$ cat src/rtl/cpu_pkg.sv
// Shared CPU definitions: datapath width, ALU control codes, MIPS opcode and
// funct encodings, and an immediate sign-extension helper.
package cpu_pkg;

    localparam int unsigned XLEN = 32;

    // ALU control code driven into the EX-stage ALU.
    typedef enum logic [2:0] {
        ALU_AND  = 3'b000,
        ALU_OR   = 3'b001,
        ALU_ADD  = 3'b010,
        ALU_XOR  = 3'b011,
        ALU_NAND = 3'b100,
        ALU_SLL  = 3'b101,
        ALU_SUB  = 3'b110,
        ALU_SLT  = 3'b111
    } alu_ctrl_e;

    // Primary opcodes (instr[31:26]).
    localparam logic [5:0] OP_RTYPE = 6'h00;
    localparam logic [5:0] OP_BEQ   = 6'h04;
    localparam logic [5:0] OP_ADDI  = 6'h08;
    localparam logic [5:0] OP_SLTI  = 6'h0A;
    localparam logic [5:0] OP_ANDI  = 6'h0C;
    localparam logic [5:0] OP_ORI   = 6'h0D;
    localparam logic [5:0] OP_XORI  = 6'h0E;
    localparam logic [5:0] OP_LW    = 6'h23;
    localparam logic [5:0] OP_SW    = 6'h2B;

    // R-type funct codes (instr[5:0]).
    localparam logic [5:0] FN_SLL  = 6'h00;
    localparam logic [5:0] FN_ADD  = 6'h20;
    localparam logic [5:0] FN_SUB  = 6'h22;
    localparam logic [5:0] FN_AND  = 6'h24;
    localparam logic [5:0] FN_OR   = 6'h25;
    localparam logic [5:0] FN_XOR  = 6'h26;
    localparam logic [5:0] FN_NAND = 6'h27;
    localparam logic [5:0] FN_SLT  = 6'h2A;

    function automatic logic [XLEN-1:0] sext16(input logic [15:0] v);
        return {{(XLEN-16){v[15]}}, v};
    endfunction

endpackage

$ cat src/rtl/id_ex_stage_if.sv
// Bus between the decode/issue stage and its surroundings.
//   master : pipeline side (fetch, register file, later stages) - drives
//            the instruction, operands, forwarding candidates, flush, out_ready.
//   slave  : id_ex_stage - drives in_ready and all issued ALU/control outputs.
interface id_ex_stage_if
    import cpu_pkg::*;
();
    logic            flush;
    logic            in_valid;
    logic            in_ready;
    logic [31:0]     instr;
    logic [XLEN-1:0] rs_data;
    logic [XLEN-1:0] rt_data;
    logic [XLEN-1:0] ex_result;
    logic            exmem_wr;
    logic [4:0]      exmem_rd;
    logic [XLEN-1:0] exmem_result;
    logic            memwb_wr;
    logic [4:0]      memwb_rd;
    logic [XLEN-1:0] memwb_result;
    logic            out_valid;
    logic            out_ready;
    logic [XLEN-1:0] alu_a;
    logic [XLEN-1:0] alu_b;
    logic [5:0]      alu_shamt;
    logic [2:0]      alu_control;
    logic [XLEN-1:0] store_data;
    logic [4:0]      dest_rd;
    logic            reg_write;
    logic            mem_read;
    logic            mem_write;
    logic            branch;
    logic            illegal;

    modport master (
        output flush, in_valid, instr, rs_data, rt_data, ex_result,
               exmem_wr, exmem_rd, exmem_result,
               memwb_wr, memwb_rd, memwb_result, out_ready,
        input  in_ready, out_valid, alu_a, alu_b, alu_shamt, alu_control,
               store_data, dest_rd, reg_write, mem_read, mem_write,
               branch, illegal
    );

    modport slave (
        input  flush, in_valid, instr, rs_data, rt_data, ex_result,
               exmem_wr, exmem_rd, exmem_result,
               memwb_wr, memwb_rd, memwb_result, out_ready,
        output in_ready, out_valid, alu_a, alu_b, alu_shamt, alu_control,
               store_data, dest_rd, reg_write, mem_read, mem_write,
               branch, illegal
    );

endinterface

$ cat src/rtl/id_decode.sv
// Combinational MIPS instruction decoder shared with the single-cycle datapath.
// Ports:
//   instr       in  32  instruction word
//   rs_idx      out 5   source register 1 field
//   rt_idx      out 5   source register 2 field
//   alu_shamt   out 6   {1'b0, instr[10:6]}
//   alu_control out 3   ALU operation
//   imm         out 32  extended immediate (sign or zero per opcode)
//   use_imm     out 1   ALU operand B takes imm instead of rt
//   dest_rd     out 5   destination register (0 when nothing is written)
//   reg_write, mem_read, mem_write, branch, illegal  out 1  control flags
module id_decode
    import cpu_pkg::*;
(
    input  logic [31:0]     instr,
    output logic [4:0]      rs_idx,
    output logic [4:0]      rt_idx,
    output logic [5:0]      alu_shamt,
    output alu_ctrl_e       alu_control,
    output logic [XLEN-1:0] imm,
    output logic            use_imm,
    output logic [4:0]      dest_rd,
    output logic            reg_write,
    output logic            mem_read,
    output logic            mem_write,
    output logic            branch,
    output logic            illegal
);

    logic [5:0] opcode;
    logic [5:0] funct;
    logic [4:0] rd_sel;
    logic       wr_en;

    assign opcode    = instr[31:26];
    assign funct     = instr[5:0];
    assign rs_idx    = instr[25:21];
    assign rt_idx    = instr[20:16];
    assign alu_shamt = {1'b0, instr[10:6]};

    always_comb begin
        alu_control = ALU_ADD;
        imm         = sext16(instr[15:0]);
        use_imm     = 1'b0;
        rd_sel      = '0;
        wr_en       = 1'b0;
        mem_read    = 1'b0;
        mem_write   = 1'b0;
        branch      = 1'b0;
        illegal     = 1'b0;
        case (opcode)
            OP_RTYPE: begin
                rd_sel = instr[15:11];
                wr_en  = 1'b1;
                case (funct)
                    FN_ADD:  alu_control = ALU_ADD;
                    FN_SUB:  alu_control = ALU_SUB;
                    FN_AND:  alu_control = ALU_AND;
                    FN_OR:   alu_control = ALU_OR;
                    FN_XOR:  alu_control = ALU_XOR;
                    FN_NAND: alu_control = ALU_NAND;
                    FN_SLT:  alu_control = ALU_SLT;
                    FN_SLL:  alu_control = ALU_SLL;
                    default: begin
                        illegal = 1'b1;
                        rd_sel  = '0;
                        wr_en   = 1'b0;
                    end
                endcase
            end
            OP_ADDI, OP_SLTI: begin
                alu_control = (opcode == OP_SLTI) ? ALU_SLT : ALU_ADD;
                use_imm     = 1'b1;
                rd_sel      = instr[20:16];
                wr_en       = 1'b1;
            end
            OP_ANDI, OP_ORI, OP_XORI: begin
                alu_control = (opcode == OP_ANDI) ? ALU_AND :
                              (opcode == OP_ORI)  ? ALU_OR  : ALU_XOR;
                imm         = {{(XLEN-16){1'b0}}, instr[15:0]};
                use_imm     = 1'b1;
                rd_sel      = instr[20:16];
                wr_en       = 1'b1;
            end
            OP_LW: begin
                use_imm  = 1'b1;
                rd_sel   = instr[20:16];
                wr_en    = 1'b1;
                mem_read = 1'b1;
            end
            OP_SW: begin
                use_imm   = 1'b1;
                mem_write = 1'b1;
            end
            OP_BEQ: begin
                alu_control = ALU_SUB;
                branch      = 1'b1;
            end
            default: illegal = 1'b1;
        endcase
    end

    assign dest_rd   = rd_sel;
    // Writes to $0 are architecturally discarded, so never flag them.
    assign reg_write = wr_en & (rd_sel != '0);

endmodule

$ cat src/rtl/id_ex_stage.sv
// Decode/issue register stage feeding the 32-bit ALU. Decodes one instruction
// per cycle, forwards operands from EX, EX/MEM and MEM/WB, stalls one cycle on
// a load-use hazard, and registers all ALU operands and control flags.
// Ports:
//   clk    in  rising-edge clock
//   rst_n  in  asynchronous active-low reset
//   pipe   slave side of id_ex_stage_if (handshakes, operands, forwarding
//          candidates, flush, and all registered issue outputs)
// Parameters:
//   XLEN   datapath width (only 32 supported)
//   FWD_EN 1 enables forwarding, 0 reads rs/rt only from the register file
module id_ex_stage
    import cpu_pkg::*;
#(
    parameter int unsigned XLEN   = 32,
    parameter bit          FWD_EN = 1'b1
) (
    input  logic         clk,
    input  logic         rst_n,
    id_ex_stage_if.slave pipe
);

    logic [4:0]      rs_idx, rt_idx, dec_rd;
    logic [5:0]      dec_shamt;
    alu_ctrl_e       dec_ctrl;
    logic [XLEN-1:0] dec_imm;
    logic            dec_use_imm, dec_rw, dec_mr, dec_mw, dec_br, dec_ill;

    logic            out_valid_q;
    logic [XLEN-1:0] alu_a_q, alu_b_q, store_q;
    logic [5:0]      shamt_q;
    logic [2:0]      ctrl_q;
    logic [4:0]      dest_q;
    logic            rw_q, mr_q, mw_q, br_q, ill_q;

    logic            advance, load_use, capture, ex_fwd_ok;
    logic [XLEN-1:0] rs_fwd, rt_fwd;

    id_decode u_decode (
        .instr       (pipe.instr),
        .rs_idx      (rs_idx),
        .rt_idx      (rt_idx),
        .alu_shamt   (dec_shamt),
        .alu_control (dec_ctrl),
        .imm         (dec_imm),
        .use_imm     (dec_use_imm),
        .dest_rd     (dec_rd),
        .reg_write   (dec_rw),
        .mem_read    (dec_mr),
        .mem_write   (dec_mw),
        .branch      (dec_br),
        .illegal     (dec_ill)
    );

    // Priority: EX > EX/MEM > MEM/WB > register file; $0 always reads zero.
    function automatic logic [XLEN-1:0] fwd(
        input logic [4:0]      idx,
        input logic [XLEN-1:0] rf_val,
        input logic            ex_ok,
        input logic [4:0]      ex_rd,
        input logic [XLEN-1:0] ex_val,
        input logic            em_wr,
        input logic [4:0]      em_rd,
        input logic [XLEN-1:0] em_val,
        input logic            mw_wr,
        input logic [4:0]      mw_rd,
        input logic [XLEN-1:0] mw_val
    );
        if (idx == '0)                        return '0;
        if (FWD_EN && ex_ok && ex_rd == idx)  return ex_val;
        if (FWD_EN && em_wr && em_rd == idx)  return em_val;
        if (FWD_EN && mw_wr && mw_rd == idx)  return mw_val;
        return rf_val;
    endfunction

    // A load in EX has no result yet, so it is excluded from EX forwarding
    // and instead triggers the load-use stall below.
    assign ex_fwd_ok = out_valid_q & rw_q & ~mr_q;

    assign rs_fwd = fwd(rs_idx, pipe.rs_data, ex_fwd_ok, dest_q, pipe.ex_result,
                        pipe.exmem_wr, pipe.exmem_rd, pipe.exmem_result,
                        pipe.memwb_wr, pipe.memwb_rd, pipe.memwb_result);
    assign rt_fwd = fwd(rt_idx, pipe.rt_data, ex_fwd_ok, dest_q, pipe.ex_result,
                        pipe.exmem_wr, pipe.exmem_rd, pipe.exmem_result,
                        pipe.memwb_wr, pipe.memwb_rd, pipe.memwb_result);

    assign advance  = ~out_valid_q | pipe.out_ready;
    assign load_use = out_valid_q & mr_q & (dest_q != '0) &
                      ((dest_q == rs_idx) | (dest_q == rt_idx));
    assign pipe.in_ready = pipe.flush | (advance & ~load_use);
    assign capture  = pipe.in_valid & pipe.in_ready & ~pipe.flush;

    always_ff @(posedge clk or negedge rst_n) begin
        if (!rst_n) begin
            out_valid_q <= 1'b0;
            alu_a_q     <= '0;
            alu_b_q     <= '0;
            store_q     <= '0;
            shamt_q     <= '0;
            ctrl_q      <= '0;
            dest_q      <= '0;
            rw_q        <= 1'b0;
            mr_q        <= 1'b0;
            mw_q        <= 1'b0;
            br_q        <= 1'b0;
            ill_q       <= 1'b0;
        end else if (pipe.flush) begin
            out_valid_q <= 1'b0;
        end else if (capture) begin
            out_valid_q <= 1'b1;
            alu_a_q     <= rs_fwd;
            alu_b_q     <= dec_use_imm ? dec_imm : rt_fwd;
            store_q     <= rt_fwd;
            shamt_q     <= dec_shamt;
            ctrl_q      <= dec_ctrl;
            dest_q      <= dec_rd;
            rw_q        <= dec_rw;
            mr_q        <= dec_mr;
            mw_q        <= dec_mw;
            br_q        <= dec_br;
            ill_q       <= dec_ill;
        end else if (advance) begin
            // Nothing accepted (idle or load-use stall): issue a bubble.
            out_valid_q <= 1'b0;
        end
    end

    assign pipe.out_valid   = out_valid_q;
    assign pipe.alu_a       = alu_a_q;
    assign pipe.alu_b       = alu_b_q;
    assign pipe.alu_shamt   = shamt_q;
    assign pipe.alu_control = ctrl_q;
    assign pipe.store_data  = store_q;
    assign pipe.dest_rd     = dest_q;
    assign pipe.reg_write   = rw_q;
    assign pipe.mem_read    = mr_q;
    assign pipe.mem_write   = mw_q;
    assign pipe.branch      = br_q;
    assign pipe.illegal     = ill_q;

endmodule

$ cat src/flat_wrapper.sv
// flat-port wrapper written by rule: the top's interface ports become plain ports
module id_ex_stage_flat import cpu_pkg::*;
#(
    parameter int unsigned XLEN   = 32,
    parameter bit          FWD_EN = 1'b1
)
  (clk, rst_n, pipe_flush, pipe_in_valid, pipe_instr, pipe_rs_data, pipe_rt_data, pipe_ex_result, pipe_exmem_wr, pipe_exmem_rd, pipe_exmem_result, pipe_memwb_wr, pipe_memwb_rd, pipe_memwb_result, pipe_out_ready, pipe_in_ready, pipe_out_valid, pipe_alu_a, pipe_alu_b, pipe_alu_shamt, pipe_alu_control, pipe_store_data, pipe_dest_rd, pipe_reg_write, pipe_mem_read, pipe_mem_write, pipe_branch, pipe_illegal);
  id_ex_stage_if pipe_i ();
  input  logic clk;
  input  logic rst_n;
  input wire logic [$bits(pipe_i.flush)-1:0] pipe_flush;
  input wire logic [$bits(pipe_i.in_valid)-1:0] pipe_in_valid;
  input wire logic [$bits(pipe_i.instr)-1:0] pipe_instr;
  input wire logic [$bits(pipe_i.rs_data)-1:0] pipe_rs_data;
  input wire logic [$bits(pipe_i.rt_data)-1:0] pipe_rt_data;
  input wire logic [$bits(pipe_i.ex_result)-1:0] pipe_ex_result;
  input wire logic [$bits(pipe_i.exmem_wr)-1:0] pipe_exmem_wr;
  input wire logic [$bits(pipe_i.exmem_rd)-1:0] pipe_exmem_rd;
  input wire logic [$bits(pipe_i.exmem_result)-1:0] pipe_exmem_result;
  input wire logic [$bits(pipe_i.memwb_wr)-1:0] pipe_memwb_wr;
  input wire logic [$bits(pipe_i.memwb_rd)-1:0] pipe_memwb_rd;
  input wire logic [$bits(pipe_i.memwb_result)-1:0] pipe_memwb_result;
  input wire logic [$bits(pipe_i.out_ready)-1:0] pipe_out_ready;
  output wire logic [$bits(pipe_i.in_ready)-1:0] pipe_in_ready;
  output wire logic [$bits(pipe_i.out_valid)-1:0] pipe_out_valid;
  output wire logic [$bits(pipe_i.alu_a)-1:0] pipe_alu_a;
  output wire logic [$bits(pipe_i.alu_b)-1:0] pipe_alu_b;
  output wire logic [$bits(pipe_i.alu_shamt)-1:0] pipe_alu_shamt;
  output wire logic [$bits(pipe_i.alu_control)-1:0] pipe_alu_control;
  output wire logic [$bits(pipe_i.store_data)-1:0] pipe_store_data;
  output wire logic [$bits(pipe_i.dest_rd)-1:0] pipe_dest_rd;
  output wire logic [$bits(pipe_i.reg_write)-1:0] pipe_reg_write;
  output wire logic [$bits(pipe_i.mem_read)-1:0] pipe_mem_read;
  output wire logic [$bits(pipe_i.mem_write)-1:0] pipe_mem_write;
  output wire logic [$bits(pipe_i.branch)-1:0] pipe_branch;
  output wire logic [$bits(pipe_i.illegal)-1:0] pipe_illegal;
  assign pipe_i.flush = pipe_flush;
  assign pipe_i.in_valid = pipe_in_valid;
  assign pipe_i.instr = pipe_instr;
  assign pipe_i.rs_data = pipe_rs_data;
  assign pipe_i.rt_data = pipe_rt_data;
  assign pipe_i.ex_result = pipe_ex_result;
  assign pipe_i.exmem_wr = pipe_exmem_wr;
  assign pipe_i.exmem_rd = pipe_exmem_rd;
  assign pipe_i.exmem_result = pipe_exmem_result;
  assign pipe_i.memwb_wr = pipe_memwb_wr;
  assign pipe_i.memwb_rd = pipe_memwb_rd;
  assign pipe_i.memwb_result = pipe_memwb_result;
  assign pipe_i.out_ready = pipe_out_ready;
  assign pipe_in_ready = pipe_i.in_ready;
  assign pipe_out_valid = pipe_i.out_valid;
  assign pipe_alu_a = pipe_i.alu_a;
  assign pipe_alu_b = pipe_i.alu_b;
  assign pipe_alu_shamt = pipe_i.alu_shamt;
  assign pipe_alu_control = pipe_i.alu_control;
  assign pipe_store_data = pipe_i.store_data;
  assign pipe_dest_rd = pipe_i.dest_rd;
  assign pipe_reg_write = pipe_i.reg_write;
  assign pipe_mem_read = pipe_i.mem_read;
  assign pipe_mem_write = pipe_i.mem_write;
  assign pipe_branch = pipe_i.branch;
  assign pipe_illegal = pipe_i.illegal;
  id_ex_stage #(.XLEN(XLEN), .FWD_EN(FWD_EN)) u_core (.clk(clk), .rst_n(rst_n), .pipe(pipe_i));
endmodule
$ cat config.mk
export PLATFORM = sky130hd
export DESIGN_NAME = id_ex_stage_flat
export DESIGN_NICKNAME = d
export VERILOG_FILES = /design/src/rtl/cpu_pkg.sv /design/src/rtl/id_ex_stage_if.sv /design/src/rtl/id_decode.sv /design/src/rtl/id_ex_stage.sv /design/src/flat_wrapper.sv
export SDC_FILE = /design/constraint.sdc
export NUM_CORES = 1
export LEC_CHECK = 0
export CAP_MARGIN = 15
export CORE_ASPECT_RATIO = 0.8
export CORE_MARGIN = 2
export CORE_UTILIZATION = 28
export CTS_BUF_LIST = sky130_fd_sc_hd__clkbuf_16
export CTS_CLUSTER_SIZE = 24
export DETAILED_ROUTE_END_ITERATION = 10
export PLACE_DENSITY = 0.67
export REMOVE_ABC_BUFFERS = 1
export SLEW_MARGIN = 5
export SYNTH_ARGS = -nofsm -noshare
export SYNTH_HDL_FRONTEND = slang
export SYNTH_HIERARCHICAL = 1
export SYNTH_SLANG_ARGS = --single-unit
$ cat constraint.sdc
create_clock -name clk -period 2.4 [get_ports clk]
set_input_delay 0.48 -clock clk [delete_from_list [all_inputs] [get_ports clk]]
set_output_delay 0.48 -clock clk [all_outputs]
set_load 0.005 [all_outputs]
==> Word level (Yosys, flattened, before mapping) <==
Cells that the tools add are included.
{ "totals": {"register_bits": 115, "output_inout_bits": 117, "elab_cells": 125} }
{ "op_classes": {"n_eq_ne": 21, "muxes": 56, "n_bitwise": 16, "reduce_logical": 20} }
{ "ops": {"columns": ["op", "count"], "rows": [
  ["$mux W32", 18],
  ["$eq A6 B6 Y1 const B", 9],
  ["$eq A5 B5 Y1", 6],
  ["$eq A6 B4 Y1 const B", 5],
  ["$mux W1", 29],
  ["$pmux W3 S7", 1],
  ["$reduce_or A8 Y1", 2],
  ["$logic_not A6 Y1", 2],
  ["$pmux W3 S4", 1],
  ["$logic_not A5 Y1", 2],
  ["$pmux W5 S2", 1],
  ["$reduce_bool A5 Y1", 2],
  ["$and A1 B1 Y1", 9],
  ["$reduce_or A7 Y1", 1],
  ["$eq A6 B3 Y1 const B", 1],
  ["$logic_and A1 B1 Y1", 6],
  ["$reduce_or A6 Y1", 1],
  ["$mux W5", 1],
  ["$mux W2", 2],
  ["$not A1 Y1", 4],
  ["$pmux W1 S2", 2],
  ["$mux W3", 1],
  ["$or A1 B1 Y1", 3],
  ["$reduce_bool A3 Y1", 1],
  ["3 further kinds", 3]
]} }

==> Longest topological paths before layout <==
Gate-level depths: netlist of run 1.
{ "depth": {"word_depth": 15, "ltp_mapped": 9, "ltp_nobuf": 6} }

==> Hierarchy <==
The synthesis of run 1 kept the hierarchy.
{ "modules_own_cells": {"columns": ["mod", "instances", "cells_each", "area_per_inst_um2", "seq_area_each_um2"], "rows": [
  ["id_ex_stage", 1, 854, 7359.6, 2902.8],
  ["id_decode", 1, 117, 827.0, 0.0]
]} }

==> Worst setup path after synthesis of run 1 <==
No wires, ideal clock.
{ "synth_path": {"path_kind": "input to output", "startpoint": "input port pipe_instr[22]", "endpoint": "output port pipe_in_ready", "arrival_time_ns": 1.746, "required_ns": 1.920, "path_slack_ns": 0.174, "cell_stages": 7, "path_cell_list": "buf_4 -> xor2_1 -> nor3_1 -> o2bb2a_1 -> nor2_1 -> clkbuf_1 -> nor2_1"} }
{ "synth_via": {"elab_chain_len": 6} }
{ "synth_lines": {"columns": ["element", "line", "rtl"], "rows": [
  ["start, declared", "flat_wrapper.sv:13", "input wire logic [$bits(pipe_i.instr)-1:0] pipe_instr;"],
  ["$eq A5 B5 Y1", "id_ex_stage.sv:89", "((dest_q == rs_idx) | (dest_q == rt_idx));"],
  ["$or A1 B1 Y1", "id_ex_stage.sv:89", null],
  ["$and A1 B1 Y1", "id_ex_stage.sv:88", "assign load_use = out_valid_q & mr_q & (dest_q != '0) &"],
  ["$not A1 Y1", "id_ex_stage.sv:90", "assign pipe.in_ready = pipe.flush | (advance & ~load_use);"],
  ["$and A1 B1 Y1", "id_ex_stage.sv:90", null],
  ["$or A1 B1 Y1", "id_ex_stage.sv:90", null],
  ["end, declared", "flat_wrapper.sv:24", "output wire logic [$bits(pipe_i.in_ready)-1:0] pipe_in_ready;"]
]} }
No other way between the ends.

==> Worst setup path in the final report of run 1 <==
{ "layout_path": {"startpoint": "input port pipe_instr[20]", "endpoint": "output port pipe_in_ready"} }
The elaborated chain is that of the path after synthesis.

==> results.py, run 1 <==
metrics = {
    "detailed_routing": {
        "drcViolationCount": 0,
        "drt_iter0_markers": 732,
        "dr.pass1.iters": 5,
        "drt-total-wl_mm": 38.2,
        "detail_route.vias_per_cell": 5.41,
        "ant_nets": 0,
        "route.detailed.wl_per_inst_um": 22.5,
        "vias": 9189,
    },
    "synth": {
        "yosys_warnings": 6,
        "post_synth_num_cell_types": 58,
        "synth.avg_cell_area_um2": 8.43,
        "synth_top_area_cell": "dfrtp_1",
        "synthMostInstantiatedCell": "nand2_1",
        "ys_ff_latch": 116,
        "synth.cell_area_mm2": 0.00819,
        "synth_area_leaders": "dfrtp_1 (35%), nand2_1 (6.4%), o21ai_0 (4.6%), buf_4 (4.3%), o211ai_1 (4.3%)",
        "yosysSeqAreaShare_pct": 35.5,
        "ys_top_cells_by_count": "nand2_1 (140), dfrtp_1 (116), o21ai_0 (75)",
        "synthCells": 971,
        "synth_edf_count": 0,
        "synth-main-ff-cell": "dfrtp_1",
        "synth_top_area_share_pct": 35.5,
        "async_reset_ff_share_pct": 100,
    },
    "layout": {
        "drive_above_1_share_pct": 15.2,
        "fin_util_pct": 46.8,
        "n_fill_cell": 2703,
        "final_area_mm2": 0.0133,
        "regArea_mm2": 0.00290,
        "multi_input_area_mm2": 0.00467,
        "num-nets-final": 1525,
        "area_growth_pct": 62.7,
        "insertedDiodeCount": 0,
        "stdcell_count": 1699,
    },
    "timing": {
        "finalSetupViolCount": 0,
        "post-route-period-util_pct": 99.0,
        "skew_ns": 0.0101,
        "clock.fmax_ghz": 0.421,
        "post-route-min-period_ns": 2.37,
        "relSlewSlack_pct": 60.3,
        "tightest_slew_ns": 0.590,
        "slew_violations": 0,
        "rsz0062_at_grt": "true",
        "final_hold_viol_count": 0,
        "whs_ns": 0.475,
    },
    "power_and_ir_drop": {
        "total_power_w": 0.00744,
        "ir_drop_uv": 467,
        "p_per_area_mw_per_mm2": 558,
        "p_leak_nw": 5.42,
    },
    "die": {
        "die_x_um": 195,
        "die_h_um": 157,
        "design.die.area_mm2": 0.0306,
        "core_area_mm2": 0.0285,
        "start_util_pct": 28.7,
        "io-pin-count": 326,
        "num_rows": 55,
    },
    "setup_path": {
        "critPathTopFamily": "buffers and inverters",
        "cp_num_cells": 7,
        "critPathCaptureType": "primary output",
        "required_ns": 1.92,
        "crit_chain": "clkdlybuf4s50_1 -> xnor2_1 -> nand3_1 -> o2bb2a_2 -> nor2_2 -> nor2_1 -> buf_2",
        "setup.worst_path.start_class": "primary input",
        "critPathSlowestCell": "clkdlybuf4s50_1",
        "worstRegToRegCells": 8,
        "crit_fanout": 2,
        "arrival_ns": 1.89,
        "cp.buffers_inverters": 2,
        "crit_type": "in -> out",
        "critPathMaxStageDelay_ns": 0.50,
    },
    "clock_tree": {
        "root_buffer": "clkbuf_16",
        "path_clk_slew_ns": 0.05,
        "cts_tree": "built",
        "cts_max_level": 4,
        "clk-insertion-delay-late_ns": 0.42,
        "cts.sinks": 116,
        "numCtsBuffers": 17,
        "cts_buffer_depth": 2,
    },
    "place": {
        "place_congestion": 0.892,
        "port-buffer-count": 325,
        "place_inst": 1660,
        "dp_hpwl_mm": 27.5,
        "post_dp_cell_area_mm2": 0.0125,
    },
    "outcome": {
        "status": "completed",
    },
    "grt": {
        "grt_max_degree": 52,
        "grt_pass1_vias": 9282,
        "grt-ovfl-total": 0,
        "antenna_found_initial": 0,
        "track_usage_pct": 24.2,
        "grt_pass1_wl_mm": 55.9,
    },
    "worst_hold_path": {
        "min_path_type": "reg -> reg",
        "hold_depth": 2,
    },
    "job": {
        "maxCapViolations": 0,
    },
}
## metrics by stage
step	setup TNS [ns]	setup WS (ns)
final	0	0.0251
after global routing	-0.218	-0.0292
after CTS	-0.000241	-0.000241
after detailed placement	-36.85	-0.471
after global placement	-32.82	-0.443
after floorplan	-191.93	-2.04
## registers in the layout, summed over array words and instances (netlist names), 3 cells and up
name                     count
u_core/pipe.alu_control      3
u_core/pipe.alu_b           32
u_core/pipe.alu_shamt        6
u_core/pipe.store_data      32
u_core/pipe.alu_a           32
u_core/pipe.dest_rd          5
## placed cells by master (no fill, tap or decap), types with 28 or more instances in the layout
cell             synthesis  routed
mux2i_1                 33      33
nand2_1                140     140
nor2_1                  31      30
dfrtp_1                116     115
o211ai_1                47      47
a21oi_1                 32      28
o22ai_1                 38      33
a21o_1                  35      35
a22o_1                  37      37
buf_4                   47      94
o21ai_0                 75      75
clkdlybuf4s50_1          0     319
## per-layer routing
metal	vias up	track usage (%)	wire length, um
li1	4207	-	-
met1	4480	31.4	16500
met2	450	39.7	17600
met3	52	6.45	3410
met4	0	6.94	673
met5	-	0	0
## cell families after synthesis
logic type	share of synthesized area (%)
buf+inv	9.93
mux	4.03
simple gates	15.9
other cells	0.0458
compound gates	30.9
flops	35.5
fa+ha+maj	0.122
xor+xnor	3.52
## power by group
| part | internal, W | switching (W) |
|---|---|---|
| Combinational | 0.00137 | 0.000939 |
| Clock | 0.00171 | 0.000962 |
| Sequential | 0.00227 | 0.000193 |
| Total | 0.00535 | 0.00209 |
## cell type report
cell class | count | area share, %
Sequential cell | 116 | 21.8
Tap cell | 370 | 3.47
Clock buffer | 17 | 3.19
Inverter | 23 | 0.648
Timing Repair Buffer | 452 | 34.6
Multi-Input combinational cell | 706 | 35.0
Clock inverter | 15 | 1.29
## timing repair
action / CTS / global route
gates cloned: 0 / 2
hold buffers: 1 / 0
buffers inserted: 2 / 2
gates resized for setup: 22 / 14
endpoints found under the setup margin: 8 / 48
endpoints found under the hold margin: 38 / 0
pin swaps: 6 / 7
## final timing paths
path	to	start	slack [ns]
worst max-delay path	pipe_in_ready	pipe_instr[20]	0.03
worst min-delay path	u_core/pipe.alu_shamt[4]	u_core/pipe.alu_shamt[4]	0.48
worst max register to register	u_core/pipe.alu_b[22]	u_core/pipe.dest_rd[3]	0.04
worst min register to register	u_core/pipe.alu_shamt[4]	u_core/pipe.alu_shamt[4]	0.48
max in group asynchronous	u_core/pipe.alu_a[21]	rst_n	1.21
min in group asynchronous	u_core/pipe.alu_a[11]	rst_n	0.56
## tightest hold or removal path, cell delays in order, from the launching register on
cell and delay, ns:
dfrtp_1 0.34, nand2_1 0.05, nand2_1 0.05
(Power assumes the default switching activity.)
==> run 2, diff against run 1 <==
--- a/config.mk
+++ b/config.mk
@@ -19,3 +19,4 @@
 export SYNTH_HDL_FRONTEND = slang
 export SYNTH_HIERARCHICAL = 1
 export SYNTH_SLANG_ARGS = --single-unit
+export TNS_END_PERCENT = 10
==> run 2 against run 1 <==
  * Wire length about the same
  * Hold slack better by 0.00076 ns
  * Critical endpoint unchanged
  * Sequential cell count unchanged
  * Largest power group unchanged
  * Register-to-register slack better by 0.02 ns
  * Combinational power barely moved
  * Setup slack worse by 0.0014 ns
  * Count of clock-buffer cells in the layout stayed put
  * Critical path depth did not move
  * Power is 0.15% higher
==> results.py, run 2 (synthesis gave the netlist of run 1 again) <==
metrics = {
    "setup_path": {
        "crit_type": "in -> out",
        "critPathSlowestCell": "clkdlybuf4s50_1",
        "critPathCaptureType": "primary output",
        "cp_num_cells": 7,
        "worstRegToRegCells": 8,
        "required_ns": 1.92,
        "crit_start": "pipe_instr[20]",
        "critPathTopFamily": "buffers and inverters",
        "arrival_ns": 1.90,
        "r2r_end": "u_core/pipe.alu_b[6]",
        "crit_chain": "clkdlybuf4s50_1 -> xnor2_1 -> nand3_1 -> o2bb2a_2 -> nor2_2 -> nor2_1 -> buf_2",
        "r2r_setup_slack_ns": 0.06,
        "setup.worst_path.start_class": "primary input",
        "crit_fanout": 2,
        "critPathMaxStageDelay_ns": 0.50,
        "cp.buffers_inverters": 2,
        "endpoint": "pipe_in_ready",
        "r2r-start": "u_core/pipe.dest_rd[3]",
    },
    "grt": {
        "busiest_layer": "met2",
        "grt_max_degree": 52,
        "use_met1_pct": 31.4,
        "grt-ovfl-total": 0,
        "grt_pass1_vias": 9282,
        "grt_pass1_wl_mm": 55.9,
        "use_met3_pct": 6.45,
        "grt_util_met2_pct": 39.7,
        "track_usage_pct": 24.2,
        "antenna_found_initial": 0,
    },
    "die": {
        "io-pin-count": 326,
        "die_x_um": 195,
        "core_area_mm2": 0.0285,
        "start_util_pct": 28.7,
        "num_rows": 55,
        "die_h_um": 157,
        "design.die.area_mm2": 0.0306,
    },
    "timing": {
        "skew_ns": 0.00999,
        "slew_violations": 0,
        "clock.fmax_ghz": 0.421,
        "tightest_slew_ns": 0.535,
        "final_hold_viol_count": 0,
        "finalSetupTns_ns": 0,
        "rsz0062_at_grt": "true",
        "setup_slack_ns": 0.0237,
        "finalSetupViolCount": 0,
        "post-route-min-period_ns": 2.38,
        "relSlewSlack_pct": 64.0,
        "post-route-period-util_pct": 99.0,
    },
    "power_and_ir_drop": {
        "p_leak_nw": 5.42,
        "total_power_w": 0.00745,
        "ir_drop_uv": 472,
        "p_per_area_mw_per_mm2": 559,
    },
    "clock_tree": {
        "cts.sinks": 116,
        "cts_tree": "built",
        "path_clk_slew_ns": 0.06,
        "cts_max_level": 4,
        "clk-insertion-delay-late_ns": 0.43,
        "cts_buffer_depth": 2,
        "numCtsBuffers": 17,
        "root_buffer": "clkbuf_16",
    },
    "detailed_routing": {
        "drcViolationCount": 0,
        "ant_nets": 0,
        "drt-total-wl_mm": 38.2,
        "detail_route.vias_per_cell": 5.42,
        "drt_iter0_markers": 713,
        "route.detailed.wl_per_inst_um": 22.5,
        "vias": 9201,
        "dr.pass1.iters": 5,
    },
    "layout": {
        "layout_common_cells": "clkdlybuf4s50_1 (319), nand2_1 (140), dfrtp_1 (115), buf_4 (94), o21ai_0 (75)",
        "drive_above_1_share_pct": 15.2,
        "layout_commonest_cell": "clkdlybuf4s50_1",
        "stdcell_count": 1699,
        "num-nets-final": 1525,
        "insertedDiodeCount": 0,
        "fin_util_pct": 46.8,
        "area_growth_pct": 62.7,
        "n_fill_cell": 2703,
    },
    "outcome": {
        "status": "completed",
    },
    "place": {
        "place_ws_ns": -0.471,
        "place_inst": 1660,
        "dp_hpwl_mm": 27.5,
        "port-buffer-count": 325,
        "place_congestion": 0.892,
    },
    "worst_hold_path": {
        "min_path_type": "reg -> reg",
    },
    "job": {
        "maxCapViolations": 0,
    },
}
==> run 2: layout make-up <==
class | count | area (um2) | share of cell area [%]
clock buffers | 17 | 425 | 3.19
clock inverters | 15 | 171 | 1.29
inverters | 23 | 86.3 | 0.648
multi-input cells | 706 | 4670 | 35.0
flip-flops and latches | 116 | 2900 | 21.8
well taps | 370 | 463 | 3.47
repair buffers | 452 | 4600 | 34.6
==> run 2: what timing repair did <==
item,4_1_cts,5_1_grt
buffers inserted,2,2
endpoints found under the setup margin,8,48
resized for setup,22,14
hold buffers,1,0
pin swaps,6,7
hold endpoints to repair,38,0
gates cloned,0,2
==> run 2: report_power, final <==
part | total, W | switching [W] | internal, W
registers | 0.00246 | 0.000193 | 0.00227
clock network | 0.00268 | 0.000973 | 0.00171
logic | 0.00231 | 0.000939 | 0.00137
==> run 2: worst min-delay path by stage <==
stage / slack [ns] / to / from / cells past startpoint
3_5_place_dp: 0.44 / u_core/pipe.alu_a[14] / rst_n / 1
4_1_cts: 0.48 / u_core/pipe.alu_shamt[2] / u_core/pipe.alu_shamt[2] / 2
6_report: 0.48 / u_core/pipe.alu_control[1] / u_core/pipe.alu_control[1] / 2
2_1_floorplan: 0.18 / u_core/pipe.alu_a[0] / rst_n / 0
3_3_place_gp: 0.44 / u_core/pipe.alu_a[14] / rst_n / 1
5_1_grt: 0.49 / u_core/pipe.alu_shamt[0] / u_core/pipe.alu_shamt[0] / 2
==> run 2: through the flow <==
step	instance area, um2	hold slack (ns)
6_report	13300	0.476
5_1_grt	13300	0.492
4_1_cts	13200	0.477
3_5_place_dp	12500	0.438
3_3_place_gp	12500	0.436
2_1_floorplan	7460	0.184
==> run 2: worst register-to-register path, cell delays in order, from the launching register on <==
cell and delay (ns):
dfrtp_1 0.38, or4_4 0.56, o2111ai_4 0.21, buf_4 0.14
buf_4 0.14, o21a_4 0.21, buf_16 0.23, o211ai_1 0.18
o22a_1 0.17
==> run 2: per-layer routing <==
layer	vias to the layer above	wire length, um
met4	0	751
met2	454	17500
li1	4216	-
met5	-	0
met3	54	3520
met1	4477	16400
